===== src/rtl/boreal_vector_engine.sv =====
// INT8 vector multiply engine: streams packed 4xINT8 words from SRC and DST, requantizes the
// lane products and writes them back to DST. Define BOREAL_VEC_SAT_EN to saturate result lanes.
module boreal_vector_engine (
    input  logic        clk,
    input  logic        rst,
    input  logic        sel,
    input  logic        wr,
    input  logic [31:0] addr,
    input  logic [31:0] wdata,
    output logic [31:0] rdata,
    output logic        ack,
    output logic        sram_rd_req,
    output logic [31:0] sram_rd_addr,
    input  logic [31:0] sram_rd_data,
    input  logic        sram_rd_ack,
    output logic        sram_wr_req,
    output logic [31:0] sram_wr_addr,
    output logic [31:0] sram_wr_data,
    input  logic        sram_wr_ack
);

    localparam logic [7:0] OffCmd    = 8'h00;
    localparam logic [7:0] OffSrc    = 8'h04;
    localparam logic [7:0] OffDst    = 8'h08;
    localparam logic [7:0] OffLen    = 8'h0C;
    localparam logic [7:0] OffScale  = 8'h10;
    localparam logic [7:0] OffZero   = 8'h14;
    localparam logic [7:0] OffAcc    = 8'h18;
    localparam logic [7:0] OffStatus = 8'h24;

    typedef enum logic [2:0] {
        StIdle,
        StRdA,
        StWaitA,
        StRdB,
        StWaitB,
        StCalc,
        StWr,
        StWaitWr
    } state_t;

    state_t      state;
    logic [31:0] src;
    logic [31:0] dst;
    logic [31:0] len;
    logic [31:0] scale;
    logic [31:0] zero;
    logic [31:0] acc;
    logic [31:0] idx;
    logic [31:0] a;
    logic [31:0] b;
    logic        done;

    logic        busy;
    logic        mmio_wr;
    logic        cfg_wr;
    logic        start;
    logic [31:0] idx_next;
    logic [31:0] word_off;
    logic [31:0] next_off;

    logic [31:0]        calc_word;
    logic [31:0]        calc_sum;
    logic signed [15:0] lane_p [4];
    logic signed [47:0] lane_s [4];
    logic signed [47:0] lane_y [4];

    logic unused_bits;

    assign busy     = (state != StIdle);
    assign mmio_wr  = sel & wr;
    assign cfg_wr   = mmio_wr & ~busy;
    assign start    = cfg_wr && (addr[7:0] == OffCmd) && wdata[0];
    assign idx_next = idx + 32'd1;
    assign word_off = idx << 2;
    assign next_off = idx_next << 2;
    assign ack      = sel;

    // Only the low result byte leaves the lane in the wrapping build.
    assign unused_bits = ^{addr[31:8], lane_y[0], lane_y[1], lane_y[2], lane_y[3]};

    always_comb begin
        rdata = '0;
        if (sel) begin
            case (addr[7:0])
                OffSrc:    rdata = src;
                OffDst:    rdata = dst;
                OffLen:    rdata = len;
                OffScale:  rdata = scale;
                OffZero:   rdata = zero;
                OffAcc:    rdata = acc;
                OffStatus: rdata = {30'b0, done, busy};
                default:   rdata = '0;
            endcase
        end
    end

    always_comb begin
        calc_word = '0;
        calc_sum  = '0;
        for (int k = 0; k < 4; k++) begin
            lane_p[k] = '0;
            lane_s[k] = '0;
            lane_y[k] = '0;
        end
        for (int k = 0; k < 4; k++) begin
            lane_p[k] = $signed({{8{a[8*k+7]}}, a[8*k +: 8]})
                      * $signed({{8{b[8*k+7]}}, b[8*k +: 8]});
            // Q16.16 scale: SCALE is unsigned, so it is zero-extended into the signed product.
            lane_s[k] = ($signed({{32{lane_p[k][15]}}, lane_p[k]})
                      * $signed({16'b0, scale})) >>> 16;
            lane_y[k] = lane_s[k] + $signed({{16{zero[31]}}, zero});
            calc_sum  = calc_sum + {{16{lane_p[k][15]}}, lane_p[k]};
`ifdef BOREAL_VEC_SAT_EN
            if (lane_y[k] > 48'sd127) begin
                calc_word[8*k +: 8] = 8'h7F;
            end else if (lane_y[k] < -48'sd128) begin
                calc_word[8*k +: 8] = 8'h80;
            end else begin
                calc_word[8*k +: 8] = lane_y[k][7:0];
            end
`else
            calc_word[8*k +: 8] = lane_y[k][7:0];
`endif
        end
    end

    always_ff @(posedge clk) begin
        if (rst) begin
            state        <= StIdle;
            src          <= '0;
            dst          <= '0;
            len          <= '0;
            scale        <= '0;
            zero         <= '0;
            acc          <= '0;
            idx          <= '0;
            a            <= '0;
            b            <= '0;
            done         <= 1'b0;
            sram_rd_req  <= 1'b0;
            sram_rd_addr <= '0;
            sram_wr_req  <= 1'b0;
            sram_wr_addr <= '0;
            sram_wr_data <= '0;
        end else begin
            sram_rd_req <= 1'b0;
            sram_wr_req <= 1'b0;

            if (cfg_wr) begin
                case (addr[7:0])
                    OffSrc:   src   <= wdata;
                    OffDst:   dst   <= wdata;
                    OffLen:   len   <= wdata;
                    OffScale: scale <= wdata;
                    OffZero:  zero  <= wdata;
                    default:  ;
                endcase
            end

            // Requests are raised on entry to RD_A/RD_B/WR so each is high only in that state.
            case (state)
                StIdle: begin
                    if (start) begin
                        acc <= '0;
                        idx <= '0;
                        if (len == 32'd0) begin
                            done <= 1'b1;
                        end else begin
                            done         <= 1'b0;
                            state        <= StRdA;
                            sram_rd_req  <= 1'b1;
                            sram_rd_addr <= src;
                        end
                    end
                end
                StRdA: state <= StWaitA;
                StWaitA: begin
                    if (sram_rd_ack) begin
                        a            <= sram_rd_data;
                        state        <= StRdB;
                        sram_rd_req  <= 1'b1;
                        sram_rd_addr <= dst + word_off;
                    end
                end
                StRdB: state <= StWaitB;
                StWaitB: begin
                    if (sram_rd_ack) begin
                        b     <= sram_rd_data;
                        state <= StCalc;
                    end
                end
                StCalc: begin
                    acc          <= acc + calc_sum;
                    sram_wr_data <= calc_word;
                    sram_wr_addr <= dst + word_off;
                    sram_wr_req  <= 1'b1;
                    state        <= StWr;
                end
                StWr: state <= StWaitWr;
                StWaitWr: begin
                    if (sram_wr_ack) begin
                        idx <= idx_next;
                        if (idx_next == len) begin
                            state <= StIdle;
                            done  <= 1'b1;
                        end else begin
                            state        <= StRdA;
                            sram_rd_req  <= 1'b1;
                            sram_rd_addr <= src + next_off;
                        end
                    end
                end
                default: state <= StIdle;
            endcase
        end
    end

endmodule


===== config.mk =====
export PLATFORM = sky130hd
export DESIGN_NAME = boreal_vector_engine
export DESIGN_NICKNAME = d
export VERILOG_FILES = /design/src/rtl/boreal_vector_engine.sv
export SDC_FILE = /design/constraint.sdc
export NUM_CORES = 2
export LEC_CHECK = 0
export ABC_AREA = 1
export CAP_MARGIN = 20
export CELL_PAD_IN_SITES_DETAIL_PLACEMENT = 0
export CELL_PAD_IN_SITES_GLOBAL_PLACEMENT = 2
export CORE_UTILIZATION = 35
export DETAILED_ROUTE_END_ITERATION = 7
export PLACE_DENSITY = 0.8
export SETUP_SLACK_MARGIN = 0.3
export SYNTH_ARGS = -nofsm -noshare
export SYNTH_HDL_FRONTEND = slang
export SYNTH_SLANG_ARGS = --single-unit

===== constraint.sdc =====
create_clock -name clk -period 14.6 [get_ports clk]
set_input_delay 2.19 -clock clk [delete_from_list [all_inputs] [get_ports clk]]
set_output_delay 2.19 -clock clk [all_outputs]
set_load 0.02 [all_outputs]

* Yosys cells after proc, flatten, opt, wreduce, memory -nomap -nowiden *
Index checks and enable logic that the tools add are counted.

operators by class
  bitwise operators = 3
  equality and inequality tests = 22
  add/subtract/negate cells = 11
  mux-type cells = 31
  $mul = 8
  reductions and logical operators = 21

operators by type and width
  operator                                                                count
  32-bit two-way mux                                                      8
  32-bit case mux with 7 select lines                                     1
  16-bit by 33-bit multiplier with 24-bit output                          4
  32-bit case mux with 2 select lines                                     2
  32-bit adder                                                            3
  32-bit case mux with 3 select lines                                     1
  8-bit by 8-bit multiplier with 16-bit output                            4
  32-bit by 1-bit adder with 32-bit output (second input constant)        1
  8-bit adder                                                             4
  32-bit equality test                                                    1
  32-bit zero test                                                        1
  8-bit by 5-bit equality test with 1-bit output (second input constant)  3
  3-bit case mux with 8 select lines                                      1
  18-bit by 16-bit adder with 19-bit output                               1
  17-bit by 16-bit adder with 18-bit output                               1
  16-bit by 16-bit adder with 17-bit output                               1
  8-bit by 4-bit equality test with 1-bit output (second input constant)  2
  2-bit AND reduction                                                     8
  3-bit two-way mux                                                       5
  2-bit != test (second input constant)                                   7
  3-bit equality test (second input constant)                             4
  1-bit two-way mux                                                       11
  8-bit by 3-bit equality test with 1-bit output (second input constant)  1
  8-bit by 6-bit equality test with 1-bit output (second input constant)  1
  15 further kinds                                                        20

word-level totals
  output and inout bits = 131
  logic and storage cells = 112
  register bits = 390

* Logic depth before layout (Yosys ltp) *
  word-level depth = 7
  depth in mapped cells = 62

* Least setup slack after synthesis *
No wires, ideal clock.

  path kind = register to register
  start = register b[18]
  end = register sram_wr_data[23]
  clock period less this slack = 10.090 ns
  setup slack = 4.510 ns
  arrival time = 9.981 ns
  stages on the path, launching flop included = 53
  cell sequence = dfxtp_1 clkbuf_1 nand2_1 fa_1 fa_1 fa_1 inv_1 fa_1 ha_1 inv_1 nor3_1 nand3_1 nand3_1 xor2_1 inv_1 nor2_1 fa_1 inv_1 (+17 left out) ha_1 nand2_1 a21oi_1 a211oi_1 o31a_1 nand3_1 nand2_1 nand2_1 nand2_1 inv_1 nand3_1 nand2_1 inv_1 nand2_1 nand3b_1 nand3_1 nand2_1 inv_1

on the way
  word-level cells in the longest chain between the ends = 3

RTL lines
  what                                            RTL line  source
  start: declaration                              51        logic [31:0] b;
  start signal: assignment                        189       b <= sram_rd_data;
  8-bit by 8-bit multiplier with 16-bit output    108       * $signed({{8{b[8*k+7]}}, b[8*k +: 8]});
  16-bit by 33-bit multiplier with 24-bit output  111       * $signed({16'b0, scale})) >>> 16;
  8-bit adder                                     112       lane_y[k] = lane_s[k] + $signed({{16{zero[31]}}, zero});
  end signal: assignment                          195       sram_wr_data <= calc_word;
  end: declaration                                18        output logic [31:0] sram_wr_data,

No other way between the ends.
A chain may end at the register's enable or synchronous reset.

* Worst setup path in the final report *
Same ends and word-level chain as after synthesis.

==> metrics.txt <==
status finished, final reports clean; Hold Violations, Final 0; synth cell count leaders 2141 x inv_1, 1891 x nand2_1, 1024 x fa_1; # rows roughly 160; Post-DRT Antenna Nets 0; Layout Cells excl Fill about 12000; CTS Sinks 390; min Tclk post-route approximately 13 ns; FILL cells around 20000; post-synth top area cell fa_1; initial core utilization a little over a third; CP endpoint kind register; Syn Inst Count 9108; WL per Instance between 20 and 25 um; placed cell count 11600; pin count of the biggest net entering global routing 198; Port-buffer cells approximately 210; initial antenna violation count 14; H-tree depth 2; Worst-Skew Late Latency about 0.69 ns; first-pass GRT wire length 372000 um; Tcrit/Tclk final approximately 89%; Syn Nets about 11000; share of the synthesized area in the top cell type around 31%; Worst Clk Skew 0.0458 ns; crit-path max FO 9; number of synthesized flops with an enable pin 0; die height ~440 um; Inserted Clock Buffers 47; Post-synth top flop dfxtp_1; max incr delay on CP between 0.7 and 0.8 ns; pwr/cell area 33.4 nW/um^2; largest cells by area after synthesis fa_1 31%, inv_1 12%, dfxtp_1 12%; vias per cell slightly below 5; Slew Limit Headroom between 20% and 30%; hold crit path type reg2reg; Root Buffer clkbuf_16; CTS tree built; setup TNS 0 ns; total track usage 25.8%; DP Wirelength between 150000 and 200000 um; clk buf depth 3; register bit count reported by yosys 390; Avg Cell Area, Syn just over 7 um^2; post-synth cell types 59; core box area around 190000 um^2; io pins 233; pins over their slew limit 0; DR DRC count 0; Vias 57900; synthesized cell area roughly 66000 um^2; cts hold-fix bufs 0; worst-margin pin slew about 1.1 ns; worst endpoint required time ~15 ns; synth warn 0; Max VDD drop about 0.000085 V; Async SR Flop Fraction 0%; Die ar. around 190000 um^2; hold slack ~0.45 ns; Max-Cap Viols 0; DIE WIDTH about 440 um; placer congestion estimate 0.908; NumNets Final around 11000; WL final between 200000 and 250000 um; RSZ-0062 raised after global routing false; number of global-route vias before repair around 60000; drt first pass iters 5; Slowest cell on crit path xor2_1; setup bufs post-CTS 0; worst path arrival time approximately 14 ns; Pleak between 30 and 40 nW; layout cells sized above 1 3.08%; CP Class reg2reg; Layout area overhead 9.78%; Final Setup Violations 0; Reg clk slew, reported paths 0.07 ns; total gr overflow 0; Max Clk Rate 76.7 MHz; Iteration-0 DRC Markers 3846; dominant cell by count in the synthesized netlist inv_1; # resized after CTS 0; Seq/Total Area, Yosys 11.8%; startpoint types register
[layer usage]
metal	vias to the layer above	part of all wire, %	GRT usage (%)
met4	20	5.1	11.4
met3	356	5.4	3.23
met1	28600	41	32.0
met5	-	0.051	0
met2	1502	48	44.8
li1	27400	-	-
[cell families (layout without fill, tap and decap cells)]
| kind of cell | Yosys count | after routing | synth area share (%) |
|---|---|---|---|
| AO/OA/AOI/OAI | 1112 | 1112 | 9.29 |
| XOR/XNOR | 215 | 215 | 2.93 |
| adder cells (fa/ha/maj) | 1568 | 1568 | 41.4 |
| other | 0 | 5 | 0 |
| AND/OR/NAND/NOR | 3276 | 3276 | 20.0 |
| flip-flops | 390 | 390 | 11.8 |
| buffers and inverters | 2547 | 2588 | 14.5 |
[cell type report]
| class | instances | area, um^2 | area share, % |
|---|---|---|---|
| Sequential cell | 390 | 7820 | 10.8 |
| Antenna cell | 5 | 12.5 | 0.0173 |
| Clock inverter | 23 | 262 | 0.361 |
| Inverter | 2172 | 8170 | 11.3 |
| Tap cell | 2495 | 3120 | 4.31 |
| Clock buffer | 65 | 1390 | 1.91 |
| Timing Repair Buffer | 328 | 3020 | 4.17 |
| Multi-Input combinational cell | 6171 | 48700 | 67.2 |
[cells in the final DEF, fill, tap and decap left out, drive strengths merged, types with 11 or more instances in the layout]
| master | Yosys | final |
|---|---|---|
| o21bai | 19 | 19 |
| a211oi | 11 | 11 |
| o21a | 11 | 11 |
| nand2 | 1893 | 1893 |
| a31oi | 33 | 33 |
| clkinv | 22 | 34 |
| ha | 544 | 544 |
| fa | 1024 | 1024 |
| nor2 | 927 | 927 |
| xnor2 | 77 | 77 |
| a21oi | 451 | 451 |
| dfxtp | 390 | 390 |
| nand3 | 237 | 237 |
| nor4 | 32 | 32 |
| clkbuf | 337 | 65 |
| o211ai | 26 | 26 |
| o21ai | 448 | 448 |
| inv | 2150 | 2151 |
| nor3 | 53 | 53 |
| buf | 38 | 121 |
| o221ai | 12 | 12 |
| nand4 | 55 | 55 |
| a221oi | 29 | 29 |
| clkdlybuf4s50 | 0 | 207 |
| or2 | 23 | 23 |
| xor2 | 135 | 135 |
| a21o | 26 | 26 |
| nand3b | 51 | 51 |
[critical path, delay by kind of cell, from the launching register on]
kind / cells / cell delay, ns
flops: 1 / 0.56
xor+xnor: 2 / 1.45
fa+ha+maj: 13 / 5.83
compound gates: 7 / 1.49
simple gates: 18 / 2.39
buf+inv: 11 / 1.20
[final timing paths]
kind	slack, ns	depth (start not counted)	startpoint	end
worst min register to register	0.45	2	zero[9]	zero[9]
worst max-delay path	1.57	51	b[18]	sram_wr_data[23]
worst max register to register	1.57	51	b[18]	sram_wr_data[23]
worst min-delay path	0.45	2	zero[9]	zero[9]
[where the power goes]
| group | total, mW | switching, mW | internal, mW |
|---|---|---|---|
| combinational | 0.0741 | 0.0489 | 0.0252 |
| sequential | 1.07 | 0.00111 | 1.06 |
| clock | 1.28 | 0.554 | 0.724 |
| total | 2.42 | 0.604 | 1.81 |
[stage by stage]
stage	power (mW)	setup slack (ns)	cell area, um^2	util [%]
finish	2.42	1.57	72500	38.6
global route	2.49	0.872	72400	38.6
CTS	2.45	1.71	72400	38.6
detailed placement	1.16	1.73	70800	37.7
global placement	1.16	1.84	70700	37.7
floorplan	1.12	4.51	66000	-
Note: power is estimated with default switching activity, not from simulation.
